===== src/rtl/control_unit.sv =====
// Moore sequencer for the ProjectB datapath: fetches into an internal IR and decodes it into
// PC, data-memory, register-file and ALU controls. All outputs come straight from flops.
module control_unit #(
  parameter int IR_W    = 16,
  parameter int DADDR_W = 8,
  parameter int RFA_W   = 4
) (
  input  logic               clk,
  input  logic               reset,
  input  logic [IR_W-1:0]    instr_in,
  output logic               pc_clr,
  output logic               pc_up,
  output logic [IR_W-1:0]    ir_out,
  output logic [DADDR_W-1:0] d_addr,
  output logic               d_wr,
  output logic               rf_s,
  output logic [RFA_W-1:0]   rf_w_addr,
  output logic               rf_w_en,
  output logic [RFA_W-1:0]   rf_ra_addr,
  output logic [RFA_W-1:0]   rf_rb_addr,
  output logic [2:0]         alu_s0,
  output logic [3:0]         out_state
);

  typedef enum logic [3:0] {
    S_INIT   = 4'd0,
    S_FETCH  = 4'd1,
    S_DECODE = 4'd2,
    S_NOOP   = 4'd3,
    S_LOAD_A = 4'd4,
    S_LOAD_B = 4'd5,
    S_STORE  = 4'd6,
    S_ADD    = 4'd7,
    S_SUB    = 4'd8,
    S_HALT   = 4'd9
  } state_t;

  state_t              state_q, state_d;
  logic [IR_W-1:0]     ir_q, ir_d;
  logic [3:0]          opcode;
  logic                pc_clr_d, pc_up_d, d_wr_d, rf_s_d, rf_w_en_d;
  logic [DADDR_W-1:0]  d_addr_d, mem_addr;
  logic [RFA_W-1:0]    rf_w_addr_d, rf_ra_addr_d, rf_rb_addr_d;
  logic [RFA_W-1:0]    fld_ra, fld_rb, fld_rd;
  logic [2:0]          alu_s0_d;

  assign opcode = ir_q[IR_W-1 -: 4];

  always_comb begin
    state_d = S_INIT;
    ir_d    = ir_q;
    case (state_q)
      S_INIT:   state_d = S_FETCH;
      S_FETCH: begin
        state_d = S_DECODE;
        ir_d    = instr_in;
      end
      S_DECODE: begin
        case (opcode)
          4'h1:    state_d = S_STORE;
          4'h2:    state_d = S_LOAD_A;
          4'h3:    state_d = S_ADD;
          4'h4:    state_d = S_SUB;
          4'h5:    state_d = S_HALT;
          default: state_d = S_NOOP;
        endcase
      end
      S_LOAD_A: state_d = S_LOAD_B;
      S_LOAD_B, S_STORE, S_ADD, S_SUB, S_NOOP: state_d = S_FETCH;
      S_HALT:   state_d = S_HALT;
      default:  state_d = S_INIT;
    endcase
  end

  // Outputs are decoded from the *next* state/IR so the registered copies line up with state_q.
  assign mem_addr = ir_d[DADDR_W+RFA_W-1:RFA_W];
  assign fld_ra   = ir_d[3*RFA_W-1 -: RFA_W];
  assign fld_rb   = ir_d[2*RFA_W-1 -: RFA_W];
  assign fld_rd   = ir_d[RFA_W-1:0];

  always_comb begin
    pc_clr_d     = 1'b0;
    pc_up_d      = 1'b0;
    d_addr_d     = '0;
    d_wr_d       = 1'b0;
    rf_s_d       = 1'b0;
    rf_w_addr_d  = '0;
    rf_w_en_d    = 1'b0;
    rf_ra_addr_d = '0;
    rf_rb_addr_d = '0;
    alu_s0_d     = 3'b000;
    case (state_d)
      S_INIT:   pc_clr_d = 1'b1;
      S_FETCH:  pc_up_d  = 1'b1;
      S_LOAD_A: d_addr_d = mem_addr;
      S_LOAD_B: begin
        d_addr_d    = mem_addr;
        rf_s_d      = 1'b1;
        rf_w_en_d   = 1'b1;
        rf_w_addr_d = fld_rd;
      end
      S_STORE: begin
        d_addr_d     = mem_addr;
        rf_ra_addr_d = fld_rd;
        d_wr_d       = 1'b1;
      end
      S_ADD, S_SUB: begin
        rf_ra_addr_d = fld_ra;
        rf_rb_addr_d = fld_rb;
        rf_w_addr_d  = fld_rd;
        rf_w_en_d    = 1'b1;
        alu_s0_d     = (state_d == S_ADD) ? 3'b001 : 3'b010;
      end
      default: ;
    endcase
  end

  always_ff @(posedge clk or posedge reset) begin
    if (reset) begin
      state_q    <= S_INIT;
      ir_q       <= '0;
      pc_clr     <= 1'b1;
      pc_up      <= 1'b0;
      d_addr     <= '0;
      d_wr       <= 1'b0;
      rf_s       <= 1'b0;
      rf_w_addr  <= '0;
      rf_w_en    <= 1'b0;
      rf_ra_addr <= '0;
      rf_rb_addr <= '0;
      alu_s0     <= 3'b000;
    end else begin
      state_q    <= state_d;
      ir_q       <= ir_d;
      pc_clr     <= pc_clr_d;
      pc_up      <= pc_up_d;
      d_addr     <= d_addr_d;
      d_wr       <= d_wr_d;
      rf_s       <= rf_s_d;
      rf_w_addr  <= rf_w_addr_d;
      rf_w_en    <= rf_w_en_d;
      rf_ra_addr <= rf_ra_addr_d;
      rf_rb_addr <= rf_rb_addr_d;
      alu_s0     <= alu_s0_d;
    end
  end

  assign ir_out    = ir_q;
  assign out_state = state_q;

endmodule


===== config.mk =====
export PLATFORM = sky130hd
export DESIGN_NAME = control_unit
export DESIGN_NICKNAME = d
export VERILOG_FILES = /design/src/rtl/control_unit.sv
export SDC_FILE = /design/constraint.sdc
export NUM_CORES = 1
export LEC_CHECK = 0
export ABC_AREA = 1
export CORE_ASPECT_RATIO = 1.75
export CORE_UTILIZATION = 45
export DETAILED_ROUTE_END_ITERATION = 6
export PLACE_DENSITY = 0.79
export SLEW_MARGIN = 15
export SYNTH_ARGS = -nofsm -noshare
export SYNTH_HDL_FRONTEND = slang
export SYNTH_SLANG_ARGS = --single-unit

===== constraint.sdc =====
create_clock -name clk -period 2.8 [get_ports clk]
set_clock_uncertainty 0.15 [all_clocks]
set_input_delay 0.42 -clock clk [delete_from_list [all_inputs] [get_ports clk]]
set_output_delay 0.42 -clock clk [all_outputs]
set_load 0.005 [all_outputs]

==> flow_summary_export.csv, run 1 <==
group,metric,value,unit
critical_path,slowest_stage,"dfrtp_1",
placement,dp.cells,305,
sta,fin_crit_sh,71.27,%
synth,yosys-top-cells-count,"46 x dfrtp_1, 33 x nand2_1, 18 x inv_1, 16 x nor2_1, 13 x o21ai_2",
pwr,powerDensity,1110,nW/um^2
critical_path,startpoint,"out_state[0]$_DFF_PP0_",
sta,hold_viol_final,0,
run_status,status,"complete, no violations",
pwr,total_power,3.080,mW
sta,fin_ws,0.8044,ns
clock_network,cts.path.max_buffers,2,
global_route,met1_usage,23.48,%
critical_path,cpMostUsedCell,"inv_2",
global_route,gr-usage-met3,2.538,%
min_path,min_path_type,"register to register",
global_route,grt_max_degree,48,
die,die_y,90.13,um
critical_path,worst-path-buf-inv,2,
critical_path,max_stage_delay,0.46,ns
sta,setup_viol,0,
drt,wl,4176,um
clock_network,htreeDepth,2,
global_route,top_usage_layer,"met2",
synth,synth_area,1997,um^2
finish,drive_gt1_share,23.95,%
global_route,first_global_vias,1496,
synth,synth-seq-cells,47,
critical_path,critical_path_class,"register to register",
sta,timing.fmax,501.1,MHz
critical_path,path_max_fanout,21,
finish,instances_no_fill,312,
critical_path,cp.required,2.81,ns
global_route,grt_antenna_before_repair,0,
drt,drtIter0Drc,20,
pwr,p_leak,1.322,nW
min_path,worstHoldStart,"ir_out[10]$_DFF_PP0_",
finish,nFillCells,341,
placement,gp_congestion,0.8138,
critical_path,cp-start-kind,"register",
sta,tightest_slew,0.5744,ns
die,rows,31,
drt,vias_per_cell,4.705,
synth,yosys_warnings,0,
global_route,track_usage,20.59,%
clock_network,cts_setup_buffers,0,
finish,final_core_util,66.22,%
sta,drv_slew,0,
drt,drc,0,
critical_path,worst_r2r_startpoint,"out_state[0]$_DFF_PP0_",
finish,fin_area,2774,um^2
clock_network,hold_buffers,0,
sta,rsz0062_at_grt,"false",
clock_network,cts-root-buf,"clkbuf_8",
clock_network,cts_sinks,47,
critical_path,worstPathCellList,"inv_2 -> nor2_2 -> nand2_4 -> inv_2 -> a21oi_2 -> o21ai_2 -> nor2_1",
synth,netlist.area_leader.share,57.64,%
finish,areaGrowthSynthToFinish,38.91,%
synth,syn-num-nets,214,
synth,synthCells,196,
synth,synthArstFlopShare,100.0,%
clock_network,cts.repair.resized,0,
critical_path,critPathCaptureType,"register",
critical_path,cpLargestDelayFamily,"simple AND/OR/NAND/NOR gates",
pwr,ir_drop,0.0008154,V
sta,worst_hold_slack,0.4515,ns
global_route,grt_first_pass_wirelength,7169,um
placement,post-place-ws,0.8134,ns
clock_network,cts.clk_slew.worst_paths,0.08,ns
drt,ant_nets,0,
die,coreArea,4189,um^2
drt,vias,1468,
placement,place_area,2671,um^2
finish,nNetsFinal,281,
die,start_util,47.67,%
clock_network,cts_buffers,5,
die,chipWidth,52.36,um
global_route,overflow,0,
synth,synth_edf_count,0,
placement,dp_hpwl,3180,um
synth,synth_top_area_cell,"dfrtp_1",
run,cap_violations,0,
sta,final.setup.tns,0,ns
clock_network,clk-insertion-delay-late,0.29,ns
drt,wl_per_cell,13.38,um
drt,first_pass_iters,5,
sta,period_needed,1.996,ns
sta,slew_headroom,61.71,%
clock_network,cts_tree,"yes",
synth,ys_top_cells_by_area,"dfrtp_1 58%, nand2_1 6.2%, o21ai_2 5.7%, inv_1 3.4%, nor2_2 3.1%",
placement,port_buffers,64,
synth,seq_area_frac_synth,58.96,%
die,dieArea,4718,um^2
synth,syn_area_per_cell,10.19,um^2
finish,diodes,0,
synth,yosysMostFrequentCell,"dfrtp_1",
synth,synth_cell_types,26,
global_route,met2_usage,37.03,%
synth,ys.flop_type,"dfrtp_1",
critical_path,cp.arrival,2.01,ns
die,ios,66,
[registers in the layout, indices dropped and copies added (netlist names)]
name,flops
alu_s0,2
d_addr,8
d_wr,1
ir_out,16
out_state,4
pc_clr,1
pc_up,1
rf_ra_addr,4
rf_rb_addr,4
rf_s,1
rf_w_addr,4
rf_w_en,1
[cells by family after synthesis]
| family | after synthesis | synth area share, % |
|---|---|---|
| compound gates | 24 | 9.587 |
| buf+inv | 36 | 7.706 |
| other cells | 1 | 0.1878 |
| flops | 47 | 58.96 |
| simple gates | 88 | 23.56 |
[layer usage]
| layer | routed length (um) | share of wire [%] | up-vias |
|---|---|---|---|
| li1 | - | - | 721 |
| met1 | 1557 | 37 | 688 |
| met2 | 2395 | 57 | 49 |
| met3 | 129 | 3.1 | 10 |
| met4 | 94 | 2.3 | 0 |
| met5 | 0 | 0 | - |
[cell type report]
class	count	area, um^2	area share (%)
Sequential cell	47	1177	42.44
Multi-Input combinational cell	113	665.6	24.00
Timing Repair Buffer	65	648.1	23.36
Inverter	31	118.9	4.285
Clock buffer	6	72.57	2.616
Tap cell	49	61.31	2.210
Clock inverter	1	30.03	1.083
[layout by cell type, fill, tap and decap left out]
master            n
o21ai_2          13
clkdlybuf4s50_1  64
a31oi_1           1
nand3_4           1
inv_2            13
or2_1             9
conb_1            1
nand2_1          33
nor2_2           10
nand3_1           3
or2_2             3
inv_1            17
nand2_2           4
nand4_1           1
nand2_4           3
a22oi_1           1
o21ai_4           1
nor2_4            4
o21ai_0           6
bufinv_16         1
clkbuf_8          5
dfstp_2           1
dfrtp_1          46
buf_4             1
and3_1            1
nor2_1           16
a21oi_2           2
clkbuf_1          1
inv_4             1
[worst min-delay path: cells and delay by family (launching register included)]
family                 cells  cell delay (ns)
AND/OR/NAND/NOR            1             0.11
buffers and inverters      1             0.05
flip-flops                 1             0.35
AO/OA/AOI/OAI              1             0.06
[where the power goes]
group	switching, mW	internal (mW)	leakage, nW	total, mW
clock	0.202	0.262	0.0513	0.463
sequential	0.136	0.907	0.602	1.04
combinational	0.864	0.709	0.669	1.57
[path summary, 6_finish.rpt]
path                                              to  slack (ns)  cells after the start
worst max-delay path             d_addr[3]$_DFF_PP0_        0.80                      7
worst min-delay path            ir_out[10]$_DFF_PP0_        0.45                      3
worst max register to register   d_addr[3]$_DFF_PP0_        0.80                      7
worst min register to register  ir_out[10]$_DFF_PP0_        0.45                      3
max in group asynchronous           pc_clr$_DFF_PP1_        1.64                      3
min in group asynchronous        ir_out[9]$_DFF_PP0_        0.46                      3
Power figures use the tool's default switching activity.
==> run 2: changes to the inputs <==
- clock period: 2.8 -> 1.88 ns (I/O delays scaled with it)
==> flow_summary_export.csv, run 2 (same netlist as run 1, synthesis figures left out) <==
group,metric,value,unit
drt,routed.top_layer,"met4",
clock_network,cts-root-buf,"clkbuf_8",
placement,dp_hpwl,3310,um
drt,wl,4307,um
global_route,grt_max_degree,33,
pwr,total_power,4.726,mW
pwr,powerDensity,1677,nW/um^2
pwr,switchingPower,1.870,mW
pwr,power_frac_seq,33.0,%
drt,vias,1527,
run_status,status,"complete, no violations",
drt,drc,0,
critical_path,worst_r2r_startpoint,"out_state[0]$_DFF_PP0_",
placement,post-place-ws,0.1209,ns
critical_path,r2r_setup_slack,0.11,ns
drt,drtIter0Drc,28,
placement,place_area,2699,um^2
placement,gp_congestion,0.7922,
placement,port_buffers,64,
critical_path,critical_path_class,"register to output pin",
sta,period_needed,1.777,ns
critical_path,cp.required,1.45,ns
sta,timing.fmax,562.6,MHz
clock_network,cts_tree,"yes",
drt,ant_nets,0,
finish,seq_area,1177,um^2
finish,layout_common_cells,"64 x clkdlybuf4s50_1, 46 x dfrtp_1, 33 x nand2_1, 17 x inv_1, 16 x nor2_1",
pwr,pwr-share-clk,14.8,%
critical_path,cp.arrival,1.35,ns
die,dieArea,4718,um^2
drt,met2WireLength,2593,um
run,cap_violations,0,
pwr,switching_share,39.57,%
clock_network,cts_sinks,47,
finish,drive_gt1_share,24.91,%
finish,largest_reg_flops,16,
pwr,pwr-share-comb,52.1,%
critical_path,cp-start-kind,"register",
sta,fin_crit_sh,94.55,%
sta,hold_viol_final,0,
clock_network,cts.clk_slew.worst_paths,0.08,ns
finish,nFillCells,330,
global_route,grt_antenna_before_repair,0,
critical_path,reg2reg_to,"rf_w_en$_DFF_PP0_",
critical_path,worstPathCellList,"clkdlybuf4s50_1",
critical_path,path_max_fanout,6,
sta,drv_slew,0,
global_route,grt_first_pass_wirelength,7314,um
critical_path,cpLargestDelayFamily,"buffers and inverters",
global_route,track_usage,21.22,%
pwr,ir_drop,0.001272,V
sta,setup_viol,0,
critical_path,slowest_stage,"clkdlybuf4s50_1",
die,ios,66,
drt,drt-met1-wl,1467,um
sta,rsz0062_at_grt,"true",
finish,areaGrowthSynthToFinish,41.10,%
critical_path,reg2reg_depth,9,
sta,worst_hold_slack,0.1312,ns
global_route,first_global_vias,1559,
pwr,p_leak,1.338,nW
critical_path,worst-path-buf-inv,1,
clock_network,htreeDepth,2,
die,chipWidth,52.36,um
min_path,min_path_type,"input port to asynchronous set/reset pin",
die,start_util,47.67,%
finish,diodes,0,
drt,first_pass_iters,4,
clock_network,hold_buffers,0,
critical_path,critPathCaptureType,"output pin",
die,rows,31,
pwr,p_int,2.856,mW
clock_network,cts_buffers,5,
die,die_y,90.13,um
finish,multi_input_area,681.9,um^2
global_route,overflow,0,
sta,fin_ws,0.1025,ns
die,coreArea,4189,um^2
drt,routed-wl-met3,179,um
drt,wl_per_cell,13.72,um
clock_network,cts.path.max_buffers,2,
drt,vias_per_cell,4.863,
clock_network,cts_setup_buffers,0,
finish,nNetsFinal,283,
finish,fin_area,2818,um^2
critical_path,max_stage_delay,0.56,ns
finish,layout_commonest_cell,"clkdlybuf4s50_1",
clock_network,clk-insertion-delay-late,0.30,ns
-- run 2: timing repair --
action | in CTS | in global routing
resized for setup | 0 | 3
setup endpoints to repair | 0 | 11
hold endpoints to repair | 0 | 0
-- run 2: power groups by stage --
stage	Clock, mW	Combinational (mW)	Sequential (mW)
floorplan	0	1.38	1.58
global placement	0	2.36	1.57
detailed placement	0	2.41	1.59
CTS	0.716	2.43	1.57
global route	0.763	2.73	1.60
finish	0.701	2.46	1.56
-- run 2: worst max path at each step --
stage / from / to / depth (start not counted)
after floorplan: out_state[3]$_DFF_PP0_ / rf_rb_addr[0]$_DFF_PP0_ / 10
after detailed placement: out_state[3]$_DFF_PP0_ / d_addr[1]$_DFF_PP0_ / 6
after global routing: out_state[0]$_DFF_PP0_ / rf_w_en$_DFF_PP0_ / 9
after global placement: out_state[3]$_DFF_PP0_ / rf_rb_addr[3]$_DFF_PP0_ / 10
final: out_state[3]$_DFF_PP0_ / out_state[3] / 1
after CTS: out_state[3]$_DFF_PP0_ / out_state[3] / 1
-- run 2: area by class of cell --
type	count	area share (%)
clock inverter	1	1.066
inverter	31	4.218
tap	49	2.176
clock buffer	6	2.575
multi-input combinational	113	24.20
sequential	47	41.79
timing repair buffer	67	23.98
-- run 2: routing by layer --
metal / track usage, % / up-vias
met5: 0 / -
met4: 6.579 / 0
met3: 4.061 / 5
met2: 39.24 / 53
met1: 22.77 / 742
li1: - / 727
-- run 2: metrics by stage --
stage          utilization (%)  std cells  setup TNS, ns
2_1_floorplan                -        196              0
3_3_place_gp             64.43        307              0
3_5_place_dp             64.43        307              0
4_1_cts                  66.88        314              0
5_1_grt                  67.26        314       -0.04202
6_report                 67.26        314              0
